File: src/rtl/spi_frame_rx.sv
// -----------------------------------------------------------------------------
// SpiFrameRx: SPI slave receiver that assembles fixed-length frames from an
// externally clocked SPI bus and hands them to a consumer over a valid/ready
// handshake.
//
// Ports
//   clk          system clock (40 MHz nominal)
//   reset        asynchronous, active-high reset
//   sclk, sdi    SPI clock and MSB-first data from the master, asynchronous
//   frame_data   last completed frame
//   frame_valid  frame_data holds an unconsumed frame
//   frame_ready  consumer accepts the frame when frame_valid is also high
//   overrun      sticky flag: a completed frame was dropped
//   frame_error  one-cycle pulse when a partial frame is aborted by timeout
//   bit_count    bits received so far in the current frame
//   busy         high while bit_count is non-zero
// -----------------------------------------------------------------------------
module spi_frame_rx #(
  parameter int FRAME_BITS     = 32,
  parameter int TIMEOUT_CYCLES = 8000,
  parameter int SYNC_STAGES    = 2,
  parameter int CPOL           = 0,
  parameter int CPHA           = 0
) (
  input  logic                            clk,
  input  logic                            reset,
  input  logic                            sclk,
  input  logic                            sdi,
  output logic [FRAME_BITS-1:0]           frame_data,
  output logic                            frame_valid,
  input  logic                            frame_ready,
  output logic                            overrun,
  output logic                            frame_error,
  output logic [$clog2(FRAME_BITS+1)-1:0] bit_count,
  output logic                            busy
);

  localparam int CW = $clog2(FRAME_BITS + 1);
  localparam int TW = $clog2(TIMEOUT_CYCLES + 1);
  localparam logic IDLE_LEVEL     = (CPOL != 0);
  localparam logic SAMPLE_ON_RISE = (CPOL == CPHA);
  localparam logic [CW-1:0] LAST_BIT    = CW'(FRAME_BITS - 1);
  localparam logic [TW-1:0] TIMEOUT_MAX = TW'(TIMEOUT_CYCLES);

  typedef enum logic {IDLE, RECV} state_t;

  logic [SYNC_STAGES-1:0] sclk_sync;
  logic [SYNC_STAGES-1:0] sdi_sync;
  logic                   sclk_s;
  logic                   sdi_s;
  logic                   sclk_d;
  logic                   sdi_d;
  logic                   rise;
  logic                   fall;
  logic                   sample_edge;
  logic                   sample_pulse;
  logic                   any_pulse;
  logic [TW-1:0]          idle_cnt;
  logic                   timeout_hit;
  logic [FRAME_BITS-2:0]  shift_reg;
  logic [FRAME_BITS-1:0]  new_word;
  logic                   complete;
  logic                   abort;
  logic                   accept;
  state_t                 state;
  state_t                 state_next;

  assign sclk_s      = sclk_sync[SYNC_STAGES-1];
  assign sdi_s       = sdi_sync[SYNC_STAGES-1];
  assign rise        = sclk_s & ~sclk_d;
  assign fall        = ~sclk_s & sclk_d;
  assign sample_edge = SAMPLE_ON_RISE ? rise : fall;

  // Synchronisers and edge detection. The detected edges are registered, and
  // sdi is delayed by one more flop so it stays aligned with the registered
  // sample pulse. Resetting the sclk flops to the idle level means a bus
  // resting at CPOL never looks like an edge after reset.
  always_ff @(posedge clk or posedge reset) begin
    if (reset) begin
      sclk_sync    <= {SYNC_STAGES{IDLE_LEVEL}};
      sdi_sync     <= '0;
      sclk_d       <= IDLE_LEVEL;
      sdi_d        <= 1'b0;
      sample_pulse <= 1'b0;
      any_pulse    <= 1'b0;
    end else begin
      sclk_sync    <= {sclk_sync[SYNC_STAGES-2:0], sclk};
      sdi_sync     <= {sdi_sync[SYNC_STAGES-2:0], sdi};
      sclk_d       <= sclk_s;
      sdi_d        <= sdi_s;
      sample_pulse <= sample_edge;
      any_pulse    <= rise | fall;
    end
  end

  // Idle counter: any sclk edge restarts it, otherwise it saturates. An edge
  // in the expiry cycle wins, so expiry is masked by any_pulse.
  always_ff @(posedge clk or posedge reset) begin
    if (reset) begin
      idle_cnt <= '0;
    end else if (any_pulse) begin
      idle_cnt <= '0;
    end else if (idle_cnt != TIMEOUT_MAX) begin
      idle_cnt <= idle_cnt + TW'(1);
    end
  end

  assign timeout_hit = (idle_cnt == TIMEOUT_MAX) && !any_pulse;

  always_ff @(posedge clk or posedge reset) begin
    if (reset) begin
      state <= IDLE;
    end else begin
      state <= state_next;
    end
  end

  always_comb begin
    state_next = state;
    complete   = 1'b0;
    abort      = 1'b0;
    case (state)
      IDLE: begin
        if (sample_pulse) begin
          state_next = RECV;
        end
      end
      RECV: begin
        if (sample_pulse && (bit_count == LAST_BIT)) begin
          state_next = IDLE;
          complete   = 1'b1;
        end else if (timeout_hit) begin
          state_next = IDLE;
          abort      = 1'b1;
        end
      end
      default: state_next = IDLE;
    endcase
  end

  // The final bit goes straight from sdi_d into the completed word, so the
  // shift register only needs to hold the first FRAME_BITS-1 bits.
  assign new_word = {shift_reg, sdi_d};
  assign accept   = frame_valid & frame_ready;
  assign busy     = (bit_count != '0);

  always_ff @(posedge clk or posedge reset) begin
    if (reset) begin
      shift_reg   <= '0;
      bit_count   <= '0;
      frame_error <= 1'b0;
    end else begin
      frame_error <= abort;
      if (abort || complete) begin
        shift_reg <= '0;
        bit_count <= '0;
      end else if (sample_pulse) begin
        shift_reg <= {shift_reg[FRAME_BITS-3:0], sdi_d};
        bit_count <= bit_count + CW'(1);
      end
    end
  end

  // Output handshake. A completion that coincides with an accept replaces the
  // frame; a completion while the old frame is still pending is dropped and
  // flagged as an overrun.
  always_ff @(posedge clk or posedge reset) begin
    if (reset) begin
      frame_data  <= '0;
      frame_valid <= 1'b0;
      overrun     <= 1'b0;
    end else begin
      if (complete && (!frame_valid || frame_ready)) begin
        frame_data  <= new_word;
        frame_valid <= 1'b1;
      end else if (accept) begin
        frame_valid <= 1'b0;
      end
      if (complete && frame_valid && !frame_ready) begin
        overrun <= 1'b1;
      end else if (accept) begin
        overrun <= 1'b0;
      end
    end
  end

endmodule

File: config.mk
export PLATFORM = sky130hd
export DESIGN_NAME = spi_frame_rx
export DESIGN_NICKNAME = d
export VERILOG_FILES = /design/src/rtl/spi_frame_rx.sv
export SDC_FILE = /design/constraint.sdc
export NUM_CORES = 1
export LEC_CHECK = 0
export CORE_ASPECT_RATIO = 1.2
export CORE_UTILIZATION = 40
export CTS_CLUSTER_DIAMETER = 100
export CTS_CLUSTER_SIZE = 12
export DETAILED_ROUTE_END_ITERATION = 6
export PLACE_DENSITY_LB_ADDON = 0.25
export SKIP_CTS_REPAIR_TIMING = 1
export SLEW_MARGIN = 30
export SYNTH_ARGS = -nofsm -noshare
export SYNTH_HDL_FRONTEND = slang
export SYNTH_SLANG_ARGS = --single-unit
export TNS_END_PERCENT = 20
File: constraint.sdc
create_clock -name clk -period 6.9 [get_ports clk]
set_clock_uncertainty 0.15 [all_clocks]
set_input_delay 1.38 -clock clk [delete_from_list [all_inputs] [get_ports clk]]
set_output_delay 1.38 -clock clk [all_outputs]
set_load 0.1 [all_outputs]
-- Word level (Yosys, flattened, before mapping)
Cells that the tools add are included.
- shifts and indexed selects: 0
- eq/ne operators: 3
- multipliers: 0
- reduce and logical (&&, ||, !) cells: 15
- magnitude comparators: 0
- mux-type cells: 18
- bitwise gates (word level): 7
- add/subtract/negate cells: 2
- div/mod/pow operators: 0
- operators with widths (kind ; count):
    $mux 31 ; 2
    $mux 13 ; 2
    $add 13x1->13 const B ; 1
    $eq 13x13->1 const B ; 1
    $ne 13x13->1 const B ; 1
    $mux 6 ; 2
    $mux 1 ; 11
    $reduce_bool 2->1 ; 4
    $add 6x1->6 const B ; 1
    $eq 6x5->1 const B ; 1
    $reduce_bool 6->1 ; 1
    $logic_and 1x1->1 ; 5
    $and 1x1->1 ; 3
    $logic_not 1->1 ; 3
    $not 1->1 ; 3
    $logic_or 1x1->1 ; 2
    $pmux 1 s2 ; 1
    $or 1x1->1 ; 1
- input port bits: 5
- RAM bits: 0
- latch bits: 0
- logic and storage cells: 59
- output and inout port bits: 42
- ROM bits: 0
- register bits after elaboration: 94
- memories kept: 0

-- Longest topological paths before layout
Gate-level depths: netlist (run 1).
- depth after elaboration: 7
- mapped depth: 7
- depth with buffers taken out: 5

-- Least setup slack after synthesis (run 1)
No wires, ideal clock.
- path type: reg2out
- from: reg bit_count[0]
- to: out busy
- cell stages (with the launch flop): 4
- path slack: 3442 ps
- required time: 5370 ps
- arrival: 1928 ps
- buffers on the path: 0
- cell sequence: dfrtp_1 > inv_1 > ha_1 > nand2_1
- longest elaborated chain between the ends: 1
- RTL lines (item ; line ; text):
    start, declared ; 34 ; output logic [$clog2(FRAME_BITS+1)-1:0] bit_count,
    start signal, assigned ; 159 ; bit_count <= bit_count + CW'(1);
    $reduce_bool 6->1 ; 145 ; assign busy = (bit_count != '0);
    end, declared ; 35 ; output logic busy
Every way passes these cells.

-- Worst setup path in the final report (run 1)
- from: reg bit_count[3]
- to: out busy
Same word-level chain as after synthesis.

==> flow_metrics.tcl, run 1 <==
set metrics [dict create \
    status "finished clean" \
    slew_viol_final 0 \
    portBuffers 46 \
    final_common_cell "dfrtp_1" \
    vias_per_cell 5.492 \
    ios 47 \
    core_um2 9613 \
    maxCapViolations 0 \
    nets 356 \
    vias 2603 \
    ant_nets 0 \
    seqPwrFrac 0.416 \
    synth_warnings 0 \
    grt_pass1_vias 2634 \
    irDropWorstVdd_v 0.0002047 \
    p_switching_w 0.0006225 \
    syn_area_um2 3975 \
    synthXorXnorAreaFrac 0.01102 \
    ys.flop_type "dfrtp_1" \
    ys_seq_area_frac 0.5918 \
    drt_iter0_markers 135 \
    grt_overflow 0 \
    area_growth_pct 22.82 \
    syn_nets 314 \
    die_height_um 111.2 \
    cts_made_buffers 9 \
    firstDrtPassIters 4 \
    antenna_cells 0 \
    start_util 0.4135 \
    largest_register_ffs 32 \
    synth_top_family_by_area "multiplexers" \
    gp_congestion 0.6722 \
    routedWlPerCell_um 15.91 \
    final.setup.tns_ps 0 \
    synthDistinctLibCells 38 \
    power_density_nw_per_um2 348.4 \
    critPathKind "reg2out" \
    syn_avg_cell_area_um2 13.08 \
    p_int_w 0.001079 \
    hold_path_class "reg2reg" \
    synth-adder-area-share 0.01574 \
    cts_sinks 94 \
    cts_tree "yes" \
    drive_gt1_frac 0.1795 \
    wirelength_um 7541 \
    swShare 0.3660 \
    rows 39 \
    leakagePower_nw 2.081 \
    htreeDepth 3 \
    clk_path_buf_depth 2 \
    timing.fmax_mhz 263.5 \
    fin_crit_sh 0.5501 \
    worst_pin_slew_ps 1013 \
    placed_cell_area_um2 4551 \
    synth_compound_area_frac 0.1048 \
    crit_arrival_ps 2270 \
    cts_root_buf "clkbuf_16" \
    finalSetupViolCount 0 \
    period_minus_slack_ps 3795 \
    max_slew_margin 0.3227 \
    fin_area_um2 4882 \
    combPwrFrac 0.274 \
    path_clk_slew_ps 60 \
    route.detailed.drc 0 \
    synth_edf_count 0 \
    die_area_um2 10340 \
    grt_pass1_wl_um 13080 \
    crit_path_start_kind "flop" \
    final_hold_viol_count 0 \
    grt_use_total 0.1592 \
    end_kind "output port" \
    crit_fanout 7 \
    grt_max_degree 65 \
    postSynthCellCount 304 \
    antenna_found_initial 0 \
    die_x_um 93 \
    synthSimpleGateAreaFrac 0.06736 \
    ys_ff_latch 94 \
    p_clk_frac 0.310 \
    dp_hpwl_um 4717 \
    required_ps 5370 \
    final_cell_mix "dfrtp_1, clkdlybuf4s50_1, a211oi_1" \
    clk_latency_ps 340 \
    grt_setup_unrepaired "no" \
    synth_mux_area_frac 0.1775 \
    async_reset_ff_frac 1.000 \
]
==> critical path, cell delays in order, from the launching register on <==
cell and delay [ps]:
dfrtp_1 470, nor4_1 340, nand2_1 140, clkdlybuf4s50_1 980
==> Yosys cell counts (all sizes together) (2+ instances only) <==
cell type | number | area [um^2]
dfrtp | 94 | 2352
a211oi | 35 | 262.8
mux2 | 33 | 375.4
mux2i | 33 | 330.3
a21oi | 10 | 50.05
buf | 10 | 55.05
clkbuf | 10 | 37.54
inv | 9 | 33.78
nand2 | 6 | 22.52
nor2 | 6 | 22.52
ha | 5 | 62.56
nand3 | 5 | 25.02
nand4 | 5 | 31.28
o21ai | 5 | 25.02
or4 | 5 | 41.29
o31ai | 4 | 30.03
or3 | 4 | 25.02
nor3 | 3 | 15.01
xor2 | 3 | 26.28
and4 | 2 | 17.52
nor4 | 2 | 12.51
xnor2 | 2 | 17.52
==> path summary, 6_finish.rpt <==
check / from / end / slack (ps) / cells past startpoint
worst max-delay path: bit_count[3]$_DFFE_PP0P_ / busy / 3100 / 3
min in group asynchronous: reset / idle_cnt[1]$_DFFE_PP0P_ / 1240 / 2
worst max register to register: sample_pulse$_DFF_PP0_ / frame_data[14]$_DFFE_PP0P_ / 4010 / 4
worst min register to register: sclk_sync[0]$_DFF_PP0_ / sclk_sync[1]$_DFF_PP0_ / 200 / 0
worst min-delay path: sclk_sync[0]$_DFF_PP0_ / sclk_sync[1]$_DFF_PP0_ / 200 / 0
max in group asynchronous: reset / sample_pulse$_DFF_PP0_ / 4140 / 3
==> cells by family after synthesis <==
logic type | Yosys count
flip-flops | 94
adder cells (fa/ha/maj) | 5
AO/OA/AOI/OAI | 60
XOR/XNOR | 5
multiplexers | 66
buffers and inverters | 29
AND/OR/NAND/NOR | 45
==> area by class of cell <==
cell class / count / area, um^2
repair buffers: 51 / 498.0
inverters: 9 / 35.03
flip-flops and latches: 94 / 2356
well taps: 123 / 153.9
clock inverters: 7 / 97.59
fillers: 838 / 4731
clock buffers: 9 / 225.2
multi-input cells: 181 / 1516
==> power groups by stage <==
stage	Clock, W	Combinational [W]	Sequential (W)
2_1_floorplan	0	0.000170	0.000891
3_3_place_gp	0	0.000459	0.000715
3_5_place_dp	0	0.000467	0.000717
4_1_cts	0.000538	0.000470	0.000708
5_1_grt	0.000562	0.000495	0.000719
6_report	0.000527	0.000466	0.000707
==> metrics by stage <==
step                  util  instances  worst slack (ps)  total power (W)  hold slack (ps)
finish              0.5079        474              3105         0.001701            203.1
global route        0.5079        474              3016         0.001777            214.9
CTS                 0.5070        474              3100         0.001715            210.3
detailed placement  0.4734        458              3001         0.001184            191.7
global placement    0.4734        458              3083         0.001174            185.1
floorplan                -        304              2921         0.001061            181.2
==> metal layers <==
layer  GRT usage  vias up  wire (um)
met5           0        -          0
met4     0.07385        0        166
met3     0.02606       10        213
met2      0.2422       38       3706
met1      0.2218     1344       3455
li1            -     1211          -
No activity file was read; power rests on OpenSTA's default activity.
==> inputs of run 2 (changes only) <==
==> constraint.sdc (replaced) <==
create_clock -name clk -period 3.45 [get_ports clk]
set_clock_uncertainty 0.15 [all_clocks]
set_input_delay 0.69 -clock clk [delete_from_list [all_inputs] [get_ports clk]]
set_output_delay 0.69 -clock clk [all_outputs]
set_load 0.1 [all_outputs]
==> flow_metrics.tcl, run 2 (synthesis results as in run 1) <==
set metrics [dict create \
    portBuffers 46 \
    routedWlPerCell_um 15.22 \
    path_clk_slew_ps 70 \
    end_kind "flop" \
    maxCapViolations 0 \
    cts_sinks 94 \
    htreeDepth 3 \
    antenna_cells 0 \
    largest_register_ffs 32 \
    antenna_found_initial 0 \
    grt_max_degree 40 \
    cts_tree "yes" \
    firstDrtPassIters 4 \
    die_area_um2 10340 \
    grt_pass1_wl_um 12700 \
    final.setup.tns_ps 0 \
    crit_path_start_kind "flop" \
    max_slew_margin 0.6098 \
    p_int_w 0.002066 \
    slew_viol_final 0 \
    required_ps 3530 \
    worst_pin_slew_ps 585.3 \
    critPathSlowestCell "or4b_1" \
    critPathKind "reg2reg" \
    ios 47 \
    p_clk_frac 0.297 \
    finalWorstSetupSlack_ps 1159 \
    drt_iter0_markers 88 \
    final_cell_mix "dfrtp_1, buf_4, a211oi_1" \
    grt_use_total 0.1585 \
    core_um2 9613 \
    crit_fanout 15 \
    max_stage_delay_ps 580 \
    power_density_nw_per_um2 689.7 \
    hold_path_class "reg2reg" \
    cts_root_buf "clkbuf_16" \
    combPwrFrac 0.280 \
    dp.cells 463 \
    fin_crit_sh 0.6639 \
    swShare 0.3753 \
    start_util 0.4135 \
    rows 39 \
    die_x_um 93 \
    route.detailed.drc 0 \
    grt_overflow 0 \
    cp_cell_sequence "or4b_1 > or4_4 > mux2_4" \
    seqPwrFrac 0.422 \
    clk_latency_ps 340 \
    grt_pass1_vias 2585 \
    vias 2509 \
    gp_congestion 0.7579 \
    clk_path_buf_depth 2 \
    p_switching_w 0.001241 \
    grt_setup_unrepaired "no" \
    finalSetupViolCount 0 \
    dp_hpwl_um 4762 \
    timing.fmax_mhz 436.6 \
    wirelength_um 7291 \
    final_hold_viol_count 0 \
    irDropWorstVdd_v 0.0002954 \
    leakagePower_nw 2.175 \
    vias_per_cell 5.238 \
    final_common_cell "dfrtp_1" \
    ant_nets 0 \
    period_minus_slack_ps 2291 \
    layout.cells.non_filler 479 \
    nets 361 \
    cts_made_buffers 9 \
    area_growth_pct 20.65 \
    status "finished clean" \
    die_height_um 111.2 \
    crit_arrival_ps 2370 \
    drive_gt1_frac 0.3090 \
    place_ws_ps 928.3 \
]
==> run 2: path summary, 6_finish.rpt <==
check                                        from  slack [ps]                   endpoint  depth (start not counted)
setup reg to reg              any_pulse$_DFF_PP0_        1160    idle_cnt[0]$_DFFE_PP0P_                          3
hold reg to reg            sclk_sync[0]$_DFF_PP0_         200     sclk_sync[1]$_DFF_PP0_                          0
setup / recovery              any_pulse$_DFF_PP0_        1160    idle_cnt[0]$_DFFE_PP0P_                          3
hold / removal             sclk_sync[0]$_DFF_PP0_         200     sclk_sync[1]$_DFF_PP0_                          0
min in group asynchronous                   reset         560    idle_cnt[6]$_DFFE_PP0P_                          2
max in group asynchronous                   reset        1940  shift_reg[15]$_DFFE_PP0P_                          3
==> run 2: per-layer routing <==
layer / up-vias / share of wire / global-route usage
met1: 1252 / 0.46 / 0.2110
li1: 1215 / - / -
met2: 34 / 0.49 / 0.2417
met3: 8 / 0.031 / 0.04115
met5: - / 0 / 0
met4: 0 / 0.019 / 0.07179
==> run 2: cell type report <==
class	count	area, um^2
Clock inverter	7	75.07
Clock buffer	9	225.2
Sequential cell	94	2354
Inverter	9	35.03
Fill cell	855	4817
Timing Repair Buffer	56	442.9
Tap cell	123	153.9
Multi-Input combinational cell	181	1510
==> run 2: through the flow <==
step	total power, W	hold WS, ps	cell area [um^2]	util
2_1_floorplan	0.002123	181.2	3975	-
3_3_place_gp	0.002335	183.5	4496	0.4677
3_5_place_dp	0.002353	186.3	4496	0.4677
4_1_cts	0.003346	202.1	4796	0.4989
5_1_grt	0.003470	211.0	4796	0.4989
6_report	0.003308	201.6	4796	0.4989
==> run 2: power groups by stage <==
stage	sequential, W	combinational (W)	clock, W
2_1_floorplan	0.00178	0.000341	0
5_1_grt	0.00142	0.000987	0.00106
3_5_place_dp	0.00142	0.000935	0
6_report	0.00140	0.000926	0.000984
3_3_place_gp	0.00141	0.000921	0
4_1_cts	0.00140	0.000935	0.00101
==> run 2: critical path: cells and delay by family, from the launching register on <==
kind | cells | cell delay, ps
mux | 1 | 310
simple gates | 2 | 1160
flops | 1 | 560
